<file path="src/rtl/uart_pkg.sv">
// uart_pkg: types and helpers shared by the UART blocks.
//   state_t  - receiver frame state machine encoding
//   parity_t - parity mode selector (none / even / odd)
//   maj3     - 2-of-3 majority vote used for oversampled bit decisions
package uart_pkg;

    typedef enum logic [2:0] {
        ST_IDLE,
        ST_START,
        ST_DATA,
        ST_PARITY,
        ST_STOP
    } state_t;

    typedef enum logic [1:0] {
        PAR_NONE = 2'd0,
        PAR_EVEN = 2'd1,
        PAR_ODD  = 2'd2
    } parity_t;

    function automatic logic maj3(input logic a, input logic b, input logic c);
        return (a & b) | (a & c) | (b & c);
    endfunction

endpackage

</file>
<file path="src/rtl/baud_tick_gen.sv">
// baud_tick_gen: oversampling tick generator.
//   clk  - system clock
//   rst  - synchronous active-high reset
//   clr  - restart the count from 0 (used to align ticks to a start edge)
//   tick - one-cycle strobe every DIVISOR clocks (on the counter wrap)
module baud_tick_gen #(
    parameter int DIVISOR = 25
) (
    input  logic clk,
    input  logic rst,
    input  logic clr,
    output logic tick
);

    localparam int CW = (DIVISOR > 1) ? $clog2(DIVISOR) : 1;
    localparam logic [CW-1:0] CNT_LAST = CW'(DIVISOR - 1);

    logic [CW-1:0] cnt_q;
    logic [CW-1:0] cnt_d;

    always_comb begin
        cnt_d = cnt_q;
        if (clr || (cnt_q == CNT_LAST)) begin
            cnt_d = '0;
        end else begin
            cnt_d = cnt_q + 1'b1;
        end
    end

    assign tick = (cnt_q == CNT_LAST);

    always_ff @(posedge clk) begin
        if (rst) begin
            cnt_q <= '0;
        end else begin
            cnt_q <= cnt_d;
        end
    end

endmodule

</file>
<file path="src/rtl/uart_rx.sv">
// uart_rx: oversampling UART receiver with majority voting, optional parity,
// 1 or 2 stop bits and a valid/ready frame interface.
//   clk        - system clock (single domain)
//   rst        - synchronous active-high reset
//   rx         - asynchronous serial input, idles high
//   data_out   - received data word (LSB first on the line)
//   valid      - data_out and the error flags hold a frame
//   ready      - consumer accepts the held frame when valid && ready
//   parity_err - parity mismatch for the held frame (0 when parity is off)
//   frame_err  - a stop bit of the held frame was sampled 0
//   overrun    - one-cycle pulse: a completed frame was dropped
module uart_rx
    import uart_pkg::*;
#(
    parameter int CLOCK_RATE = 100000000,
    parameter int BAUD_RATE  = 250000,
    parameter int N_BITS     = 8,
    parameter int N_SAMPLES  = 16,
    parameter int PARITY     = 0,
    parameter int STOP_BITS  = 1
) (
    input  logic              clk,
    input  logic              rst,
    input  logic              rx,
    output logic [N_BITS-1:0] data_out,
    output logic              valid,
    input  logic              ready,
    output logic              parity_err,
    output logic              frame_err,
    output logic              overrun
);

    localparam int DIVISOR = CLOCK_RATE / (BAUD_RATE * N_SAMPLES);
    localparam int TW      = $clog2(N_SAMPLES);
    localparam int BW      = $clog2(N_BITS + 1);

    localparam logic [TW-1:0] T_V0   = TW'(N_SAMPLES / 2 - 1);
    localparam logic [TW-1:0] T_V1   = TW'(N_SAMPLES / 2);
    localparam logic [TW-1:0] T_V2   = TW'(N_SAMPLES / 2 + 1);
    localparam logic [TW-1:0] T_LAST = TW'(N_SAMPLES - 1);
    localparam logic [BW-1:0] B_LAST = BW'(N_BITS - 1);
    localparam logic [BW-1:0] S_LAST = BW'(STOP_BITS - 1);

    localparam parity_t PAR_MODE = parity_t'(PARITY);

    if (DIVISOR < 2) begin : g_bad_divisor
        $error("uart_rx: CLOCK_RATE / (BAUD_RATE * N_SAMPLES) must be at least 2");
    end
    if (N_BITS < 5 || N_BITS > 9) begin : g_bad_nbits
        $error("uart_rx: N_BITS must be in 5..9");
    end
    if (N_SAMPLES < 4 || N_SAMPLES > 32) begin : g_bad_nsamples
        $error("uart_rx: N_SAMPLES must be in 4..32");
    end
    if (PARITY < 0 || PARITY > 2) begin : g_bad_parity
        $error("uart_rx: PARITY must be 0, 1 or 2");
    end
    if (STOP_BITS < 1 || STOP_BITS > 2) begin : g_bad_stop
        $error("uart_rx: STOP_BITS must be 1 or 2");
    end

    // Synchronizer stages and edge detection
    logic        rx_p0_q;
    logic        rx_p1_q;
    logic        rx_s;
    logic [1:0]  flush_q;
    logic [1:0]  flush_d;
    logic        rx_prev_q;
    logic        rx_prev_d;
    logic        fall;

    // Frame state
    state_t            state_q,    state_d;
    logic [TW-1:0]     tick_cnt_q, tick_cnt_d;
    logic [BW-1:0]     bit_idx_q,  bit_idx_d;
    logic              vote0_q,    vote0_d;
    logic              vote1_q,    vote1_d;
    logic              bit_q,      bit_d;
    logic [N_BITS-1:0] shreg_q,    shreg_d;
    logic              perr_q,     perr_d;
    logic              ferr_q,     ferr_d;

    // Output registers
    logic [N_BITS-1:0] data_out_q,   data_out_d;
    logic              valid_q,      valid_d;
    logic              parity_err_q, parity_err_d;
    logic              frame_err_q,  frame_err_d;
    logic              overrun_q,    overrun_d;

    logic tick;
    logic tick_clr;
    logic maj_now;
    logic bit_now;
    logic ferr_next;
    logic par_exp;
    logic complete;

    baud_tick_gen #(
        .DIVISOR(DIVISOR)
    ) u_tick (
        .clk (clk),
        .rst (rst),
        .clr (tick_clr),
        .tick(tick)
    );

    assign rx_s = rx_p1_q;

    always_comb begin
        // The synchronizer resets to 1, so the edge register is held at 0
        // until real line samples have flushed through; a line that is
        // already low after reset therefore never looks like a start edge.
        flush_d   = {flush_q[0], 1'b1};
        rx_prev_d = rx_s & flush_q[1];
        fall      = rx_prev_q & ~rx_s;

        state_d      = state_q;
        tick_cnt_d   = tick_cnt_q;
        bit_idx_d    = bit_idx_q;
        vote0_d      = vote0_q;
        vote1_d      = vote1_q;
        bit_d        = bit_q;
        shreg_d      = shreg_q;
        perr_d       = perr_q;
        ferr_d       = ferr_q;
        data_out_d   = data_out_q;
        parity_err_d = parity_err_q;
        frame_err_d  = frame_err_q;
        overrun_d    = 1'b0;
        valid_d      = valid_q;
        tick_clr     = 1'b0;
        complete     = 1'b0;
        ferr_next    = ferr_q;
        par_exp      = (^shreg_q) ^ (PAR_MODE == PAR_ODD);

        // Third vote is taken live so the decision is available on the
        // same tick; with small N_SAMPLES that tick is also the bit end.
        maj_now = maj3(vote0_q, vote1_q, rx_s);
        bit_now = (tick_cnt_q == T_V2) ? maj_now : bit_q;

        if (valid_q && ready) begin
            valid_d = 1'b0;
        end

        if (state_q == ST_IDLE) begin
            if (fall) begin
                state_d    = ST_START;
                tick_cnt_d = '0;
                tick_clr   = 1'b1;
                bit_idx_d  = '0;
                perr_d     = 1'b0;
                ferr_d     = 1'b0;
            end
        end else if (tick) begin
            tick_cnt_d = (tick_cnt_q == T_LAST) ? '0 : tick_cnt_q + 1'b1;
            if (tick_cnt_q == T_V0) vote0_d = rx_s;
            if (tick_cnt_q == T_V1) vote1_d = rx_s;
            if (tick_cnt_q == T_V2) bit_d = maj_now;

            case (state_q)
                ST_START: begin
                    if (tick_cnt_q == T_LAST) begin
                        bit_idx_d = '0;
                        state_d   = bit_now ? ST_IDLE : ST_DATA;
                    end
                end
                ST_DATA: begin
                    if (tick_cnt_q == T_LAST) begin
                        // Right shift: after N_BITS bits the first (LSB) bit
                        // lands in shreg[0].
                        shreg_d = {bit_now, shreg_q[N_BITS-1:1]};
                        if (bit_idx_q == B_LAST) begin
                            bit_idx_d = '0;
                            state_d   = (PAR_MODE != PAR_NONE) ? ST_PARITY : ST_STOP;
                        end else begin
                            bit_idx_d = bit_idx_q + 1'b1;
                        end
                    end
                end
                ST_PARITY: begin
                    if (tick_cnt_q == T_LAST) begin
                        perr_d    = (bit_now != par_exp);
                        bit_idx_d = '0;
                        state_d   = ST_STOP;
                    end
                end
                ST_STOP: begin
                    if (tick_cnt_q == T_V2) begin
                        ferr_next = ferr_q | ~maj_now;
                        ferr_d    = ferr_next;
                        // Finish at the decision point of the last stop bit
                        // so the next start edge can be caught right away.
                        if (bit_idx_q == S_LAST) begin
                            complete   = 1'b1;
                            state_d    = ST_IDLE;
                            tick_cnt_d = '0;
                        end
                    end
                    if ((tick_cnt_q == T_LAST) && !complete) begin
                        bit_idx_d = bit_idx_q + 1'b1;
                    end
                end
                default: begin
                    state_d = ST_IDLE;
                end
            endcase
        end

        if (complete) begin
            if (!valid_q || ready) begin
                data_out_d   = shreg_q;
                parity_err_d = perr_q;
                frame_err_d  = ferr_next;
                valid_d      = 1'b1;
            end else begin
                overrun_d = 1'b1;
            end
        end
    end

    always_ff @(posedge clk) begin
        if (rst) begin
            rx_p0_q      <= 1'b1;
            rx_p1_q      <= 1'b1;
            flush_q      <= '0;
            rx_prev_q    <= 1'b0;
            state_q      <= ST_IDLE;
            tick_cnt_q   <= '0;
            bit_idx_q    <= '0;
            vote0_q      <= 1'b0;
            vote1_q      <= 1'b0;
            bit_q        <= 1'b0;
            shreg_q      <= '0;
            perr_q       <= 1'b0;
            ferr_q       <= 1'b0;
            data_out_q   <= '0;
            valid_q      <= 1'b0;
            parity_err_q <= 1'b0;
            frame_err_q  <= 1'b0;
            overrun_q    <= 1'b0;
        end else begin
            rx_p0_q      <= rx;
            rx_p1_q      <= rx_p0_q;
            flush_q      <= flush_d;
            rx_prev_q    <= rx_prev_d;
            state_q      <= state_d;
            tick_cnt_q   <= tick_cnt_d;
            bit_idx_q    <= bit_idx_d;
            vote0_q      <= vote0_d;
            vote1_q      <= vote1_d;
            bit_q        <= bit_d;
            shreg_q      <= shreg_d;
            perr_q       <= perr_d;
            ferr_q       <= ferr_d;
            data_out_q   <= data_out_d;
            valid_q      <= valid_d;
            parity_err_q <= parity_err_d;
            frame_err_q  <= frame_err_d;
            overrun_q    <= overrun_d;
        end
    end

    assign data_out   = data_out_q;
    assign valid      = valid_q;
    assign parity_err = parity_err_q;
    assign frame_err  = frame_err_q;
    assign overrun    = overrun_q;

endmodule

</file>
<file path="config.mk">
export PLATFORM = sky130hd
export DESIGN_NAME = uart_rx
export DESIGN_NICKNAME = d
export VERILOG_FILES = /design/src/rtl/uart_pkg.sv /design/src/rtl/baud_tick_gen.sv /design/src/rtl/uart_rx.sv
export SDC_FILE = /design/constraint.sdc
export NUM_CORES = 1
export LEC_CHECK = 0
export ABC_CLOCK_PERIOD_IN_PS = 2200
export CAP_MARGIN = 20
export CORE_ASPECT_RATIO = 0.9
export CORE_MARGIN = 4
export CORE_UTILIZATION = 57
export DETAILED_ROUTE_END_ITERATION = 10
export GPL_ROUTABILITY_DRIVEN = 0
export GPL_TIMING_DRIVEN = 0
export PLACE_DENSITY = 0.78
export SLEW_MARGIN = 20
export SYNTH_ARGS = -nofsm -noshare
export SYNTH_HDL_FRONTEND = slang
export SYNTH_SLANG_ARGS = --single-unit
</file>
<file path="constraint.sdc">
create_clock -name clk -period 2.2 [get_ports clk]
set_input_delay 0.44 -clock clk [delete_from_list [all_inputs] [get_ports clk]]
set_output_delay 0.44 -clock clk [all_outputs]
set_load 0.02 [all_outputs]
</file>
# == Word-level counts from Yosys, hierarchy flattened ==
# Index checks and enable logic that the tools add are counted.
# word_totals
in_bits,4
ff_bits,46
word_cells,131
output_inout_bits,12
# op_classes
add_sub_neg,3
n_eq_ne,20
n_mux,51
n_reduce_logical,25
bitwise,12
# ops
op,n
$mux W4,13
$mux W3,9
$mux W1,26
$ne A3 B3 Y1 const B,7
$eq A4 B4 Y1 const B,3
$pmux W3 S4,1
$pmux W4 S3,1
$add A4 B1 Y4 const B,2
$eq A4 B3 Y1 const B,2
$reduce_and A4 Y1,2
$reduce_and A8 Y1,1
$reduce_xor A8 Y1,1
$eq A3 B2 Y1 const B,2
$reduce_and A2 Y1,3
$reduce_and A3 Y1,2
$reduce_and A6 Y1,1
$reduce_bool A2 Y1,3
$reduce_or A2 Y1,3
$add A5 B1 Y5 const B,1
$and A1 B1 Y1,5
$eq A5 B5 Y1 const B,1
$logic_not A4 Y1,1
$not A1 Y1,4
$reduce_bool A4 Y1,1
other kinds (11),16

# == Depth between registers and ports, before layout ==
# depth
word_depth,12
mapped_depth,8
depth_no_buf,7

# == Modules after synthesis ==
# Synthesis repeated with hierarchy kept, for this count alone.
# unflattened
hier_cells,222
hier_area_um2,2104.5
# modules_own_cells
module,n_inst,cells_each,area_each_um2,seq_area_each_um2
uart_rx,1,200,1891.8,820.8
baud_tick_gen,1,22,212.7,100.1

# == Worst setup path before layout ==
# Ideal clock, no wire load.
# synth_path
path_type,reg-to-reg
from,register bit_idx_q[0]
to,register data_out_q[2] (netlist: data_out[2])
setup_ns,0.128
required_time_ns,2.072
setup_slack_ns,0.167
arrival_ns,1.906
path_buffers,1
period_less_slack_ns,2.033
path_stages_with_launch,9
cell_sequence,dfxtp_1 -> inv_1 -> ha_1 -> or3b_2 -> or4_4 -> nor2b_4 -> buf_12 -> mux2i_1 -> nor2_1
# synth_via
elab_chain_len,10
# synth_rtl
element,line,source
start: declaration,uart_rx.sv:75,"logic [BW-1:0] bit_idx_q, bit_idx_d;"
start signal: assignment,uart_rx.sv:248,bit_idx_q <= bit_idx_d;
$logic_not A4 Y1,uart_rx.sv:193,if (bit_idx_q == S_LAST) begin
$mux W1,uart_rx.sv:193,
$mux W1,uart_rx.sv:188,if (tick_cnt_q == T_V2) begin
$mux W1,uart_rx.sv:160,case (state_q)
$mux W1,uart_rx.sv:154,end else if (tick) begin
$mux W1,uart_rx.sv:145,if (state_q == ST_IDLE) begin
$mux W1,uart_rx.sv:160,
$mux W1,uart_rx.sv:154,
$mux W1,uart_rx.sv:145,
$reduce_and A2 Y1 (no source line),-,
end signal: assignment,uart_rx.sv:255,data_out_q <= data_out_d;
end: declaration,uart_rx.sv:84,"logic [N_BITS-1:0] data_out_q, data_out_d;"
# No other way between the ends. The select of a mux whose other input is x is not followed.
# A chain may end at the register's enable or synchronous reset.

# == Final worst setup path ==
# layout_path
from,register state_q[2]
to,register data_out_q[7] (netlist: data_out[7])
# layout_via
elab_chain_len,5
word_cells_on_any_way,6
cone_classes,1 x eq/ne; 3 x mux; 2 x reduce/logical
# layout_rtl
element,line,source
start: declaration,uart_rx.sv:73,"state_t state_q, state_d;"
start signal: assignment,uart_rx.sv:246,state_q <= state_d;
$eq A3 B3 Y1,uart_rx.sv:160,
$mux W1,uart_rx.sv:160,
$mux W1,uart_rx.sv:154,
$mux W1 *,uart_rx.sv:145,
$reduce_and A2 Y1 (no source line) *,-,
# Mark *: on every way between the ends. The rest lies on a longest branch, timed or not.

==> flow_summary.toml <==
[timing]
setup_viol = 0
maxSlewHeadroom_pct = 62.0
final.setup.tns_ns = 0
fin_skew_ns = 0.00197
drv_slew = 0
hold_viol = 0
period_minus_slack_ns = 2.12
finalCritPeriodShare_pct = 96.3
grt_setup_unrepaired = "no"
worstMarginPinSlew_ns = 0.570
max_freq_mhz = 472

[power_and_ir_drop]
ir_drop_mv = 0.464
p_total_mw = 1.52
power.density_nw_per_um2 = 630
p_leak_nw = 0.906

[worst_hold_path]
min_path_type = "flop to flop"

[route]
totalWireLength_mm = 3.87
via_per_inst = 5.46
vias = 1582
wire_per_inst_um = 13.3
drtPass1Iterations = 4
drc = 0
antenna_left = 0
drt_iter0_markers = 120

[worst_setup_path]
slowest_delay_ns = 0.54
critical_path_class = "flop to flop"
crit_buf_inv = 1
critPathRequiredTime_ns = 2.38
cp_slowest_cell = "or4_4"
path_cells = "or3b_1 -> or4_4 -> nor2b_4 -> buf_12 -> mux2i_1 -> nor2_1"
critPathCaptureType = "flop"
worstSetupStartpointType = "flop"
cp_max_fo = 10
arrival_ns = 2.30
cp_top_family = "simple AND/OR/NAND/NOR gates"

[place]
port_buffers = 15
placed_area_um2 = 2280
dpl.hpwl_mm = 2.64

[synth]
synth_xor_area_share_pct = 5.08
synth_top_family_by_area = "simple AND/OR/NAND/NOR gates"
synth_area_leaders = "dfxtp_1 44%, mux2i_1 9.2%, nor2_1 6.5%"
synth_top_area_share_pct = 44.5
synthesis.area_um2 = 2070
synthCells = 221
yosysWarnings = 0
synth_compound_area_share_pct = 9.43
synth-edff-count = 0
synthSimpleGateAreaFrac_pct = 22.5
ys.flop_type = "dfxtp_1"
synth_mux_area_share_pct = 9.18
syn-num-nets = 232
yosysSeqAreaShare_pct = 44.5
synthAdderAreaFrac_pct = 4.71
yosysUniqueCellTypes = 45
synth_seq_cells = 46
yosysTopAreaCell = "dfxtp_1"
synthArstFlopShare_pct = 0
syn_avg_cell_area_um2 = 9.37

[finish]
drive_above_1_share_pct = 9.35
nFillCells = 274
final_common_cell = "dfxtp_1"
fin_nets = 256
syn_to_final_growth_pct = 16.4
diodes = 0
final_area_um2 = 2410
layout_common_cells = "46 x dfxtp_1, 36 x nor2_1, 19 x mux2i_1"

[global_routing]
grt_use_total_pct = 18.3
antenna_found_initial = 0
grt_max_degree = 16
grt_pass1_wl_mm = 6.74
overflow = 0
grt_pass1_vias = 1436

[floorplan]
num_rows = 20
dieArea_um2 = 4660
initial_utilization_pct = 60.4
die_height_um = 65.2
ios = 16
chipWidth_um = 71.5
core_area_um2 = 3430

[clock_tree]
cts_sinks = 46
cts_tree = "built"
cts_hold_buf = 0
insertion_delay_ns = 0.30
clk_pin_slew_ns = 0.08
clockBufferDepth = 2
cts_root_buf = "clkbuf_8"
cts_max_level = 2
cts_buffers = 5

[run_status]
outcome = "finished clean"

[flow_run]
cap_violations = 0
==> layout make-up <==
type                            instances  area (µm²)  area share, %
Multi-Input combinational cell        156        1060           43.9
Timing Repair Buffer                   18         173           7.16
Sequential cell                        46         921           38.2
Inverter                                9        33.8           1.40
Buffer                                  9        58.8           2.44
Tap cell                               44        55.1           2.28
Clock inverter                          3        43.8           1.82
Clock buffer                            5        68.8           2.85
==> path summary, 6_finish.rpt <==
| kind | startpoint | endpoint | slack [ns] | depth (start not counted) |
|---|---|---|---|---|
| min | rx_p0_q$_SDFF_PP1_ | rx_p1_q$_SDFF_PP1_ | 0.41 | 1 |
| max reg2reg | state_q[2]$_SDFFE_PP0P_ | data_out[7]$_SDFFE_PP0P_ | 0.08 | 6 |
| max | state_q[2]$_SDFFE_PP0P_ | data_out[7]$_SDFFE_PP0P_ | 0.08 | 6 |
| min reg2reg | rx_p0_q$_SDFF_PP1_ | rx_p1_q$_SDFF_PP1_ | 0.41 | 1 |
==> cell usage after synthesis (2+ instances only) <==
| cell type | number |
|---|---|
| a21oi_1 | 15 |
| or4_1 | 2 |
| nor3_1 | 3 |
| nor2b_1 | 4 |
| clkbuf_1 | 7 |
| nand3_1 | 6 |
| nor2_1 | 36 |
| mux2i_1 | 19 |
| or3_1 | 2 |
| or3b_2 | 2 |
| xor2_1 | 2 |
| o21ai_0 | 8 |
| nand4b_1 | 4 |
| or4b_1 | 2 |
| dfxtp_1 | 46 |
| xnor2_1 | 10 |
| or2_2 | 2 |
| a22oi_1 | 2 |
| nand3b_1 | 3 |
| nand2_1 | 4 |
| and3_1 | 2 |
| nand2b_1 | 2 |
| inv_1 | 9 |
| ha_1 | 7 |
| nor4_1 | 2 |
==> per-stage QoR <==
step                setup WS [ns]  util (%)  instances  hold slack [ns]
floorplan                   0.167         -        221            0.389
global placement           0.0299      66.4        280            0.392
detailed placement        0.00118      66.4        280            0.398
CTS                       0.00340      69.9        289            0.419
global route              0.00229      70.3        290            0.448
finish                     0.0804      70.3        290            0.414
==> power by group <==
part,internal (mW),switching [mW]
clock network,0.340,0.289
registers,0.841,0.00643
logic,0.0169,0.0245
total,1.20,0.320
==> state kept, by name, summed over array words and instances, names as in the netlist <==
| register | flops |
|---|---|
| tick_cnt_q | 4 |
| perr_q | 1 |
| flush_q | 2 |
| parity_err | 1 |
| vote0_q | 1 |
| bit_idx_q | 4 |
| valid | 1 |
| bit_q | 1 |
| shreg_q | 8 |
| data_out | 8 |
| frame_err | 1 |
| ferr_q | 1 |
| state_q | 3 |
| rx_p0_q | 1 |
| vote1_q | 1 |
| rx_prev_q | 1 |
| overrun | 1 |
| rx_p1_q | 1 |
| u_tick.cnt_q | 5 |
==> per-layer routing <==
metal | wire length, µm | vias to the layer above | track usage [%]
met1 | 1950 | 724 | 25.6
li1 | - | 819 | -
met2 | 1690 | 37 | 27.2
met3 | 203 | 2 | 5.66
met4 | 21 | 0 | 5.16
met5 | 0 | - | 0
==> timing repair <==
| action | in CTS | in global routing |
|---|---|---|
| pin swaps | 0 | 0 |
| buffers inserted | 1 | 2 |
| endpoints found under the setup margin | 2 | 10 |
| gates resized for setup | 0 | 2 |
==> logic make-up (layout without fill, tap and decap cells) <==
family                     after synthesis  count (layout)
AOI/OAI and AO/OA                       33              33
xor gates and xnor gates                12              12
adders and majority gates                8               8
buffers and inverters                   19              44
DFF                                     46              46
muxes                                   19              19
and+or+nand+nor                         84              84
==> worst register-to-register path: stages (launching register included) <==
cell,delay [ns]
dfxtp_1,0.46
or3b_1,0.42
or4_4,0.54
nor2b_4,0.17
buf_12,0.15
mux2i_1,0.21
nor2_1,0.05
Power figures use the tool's default switching activity.
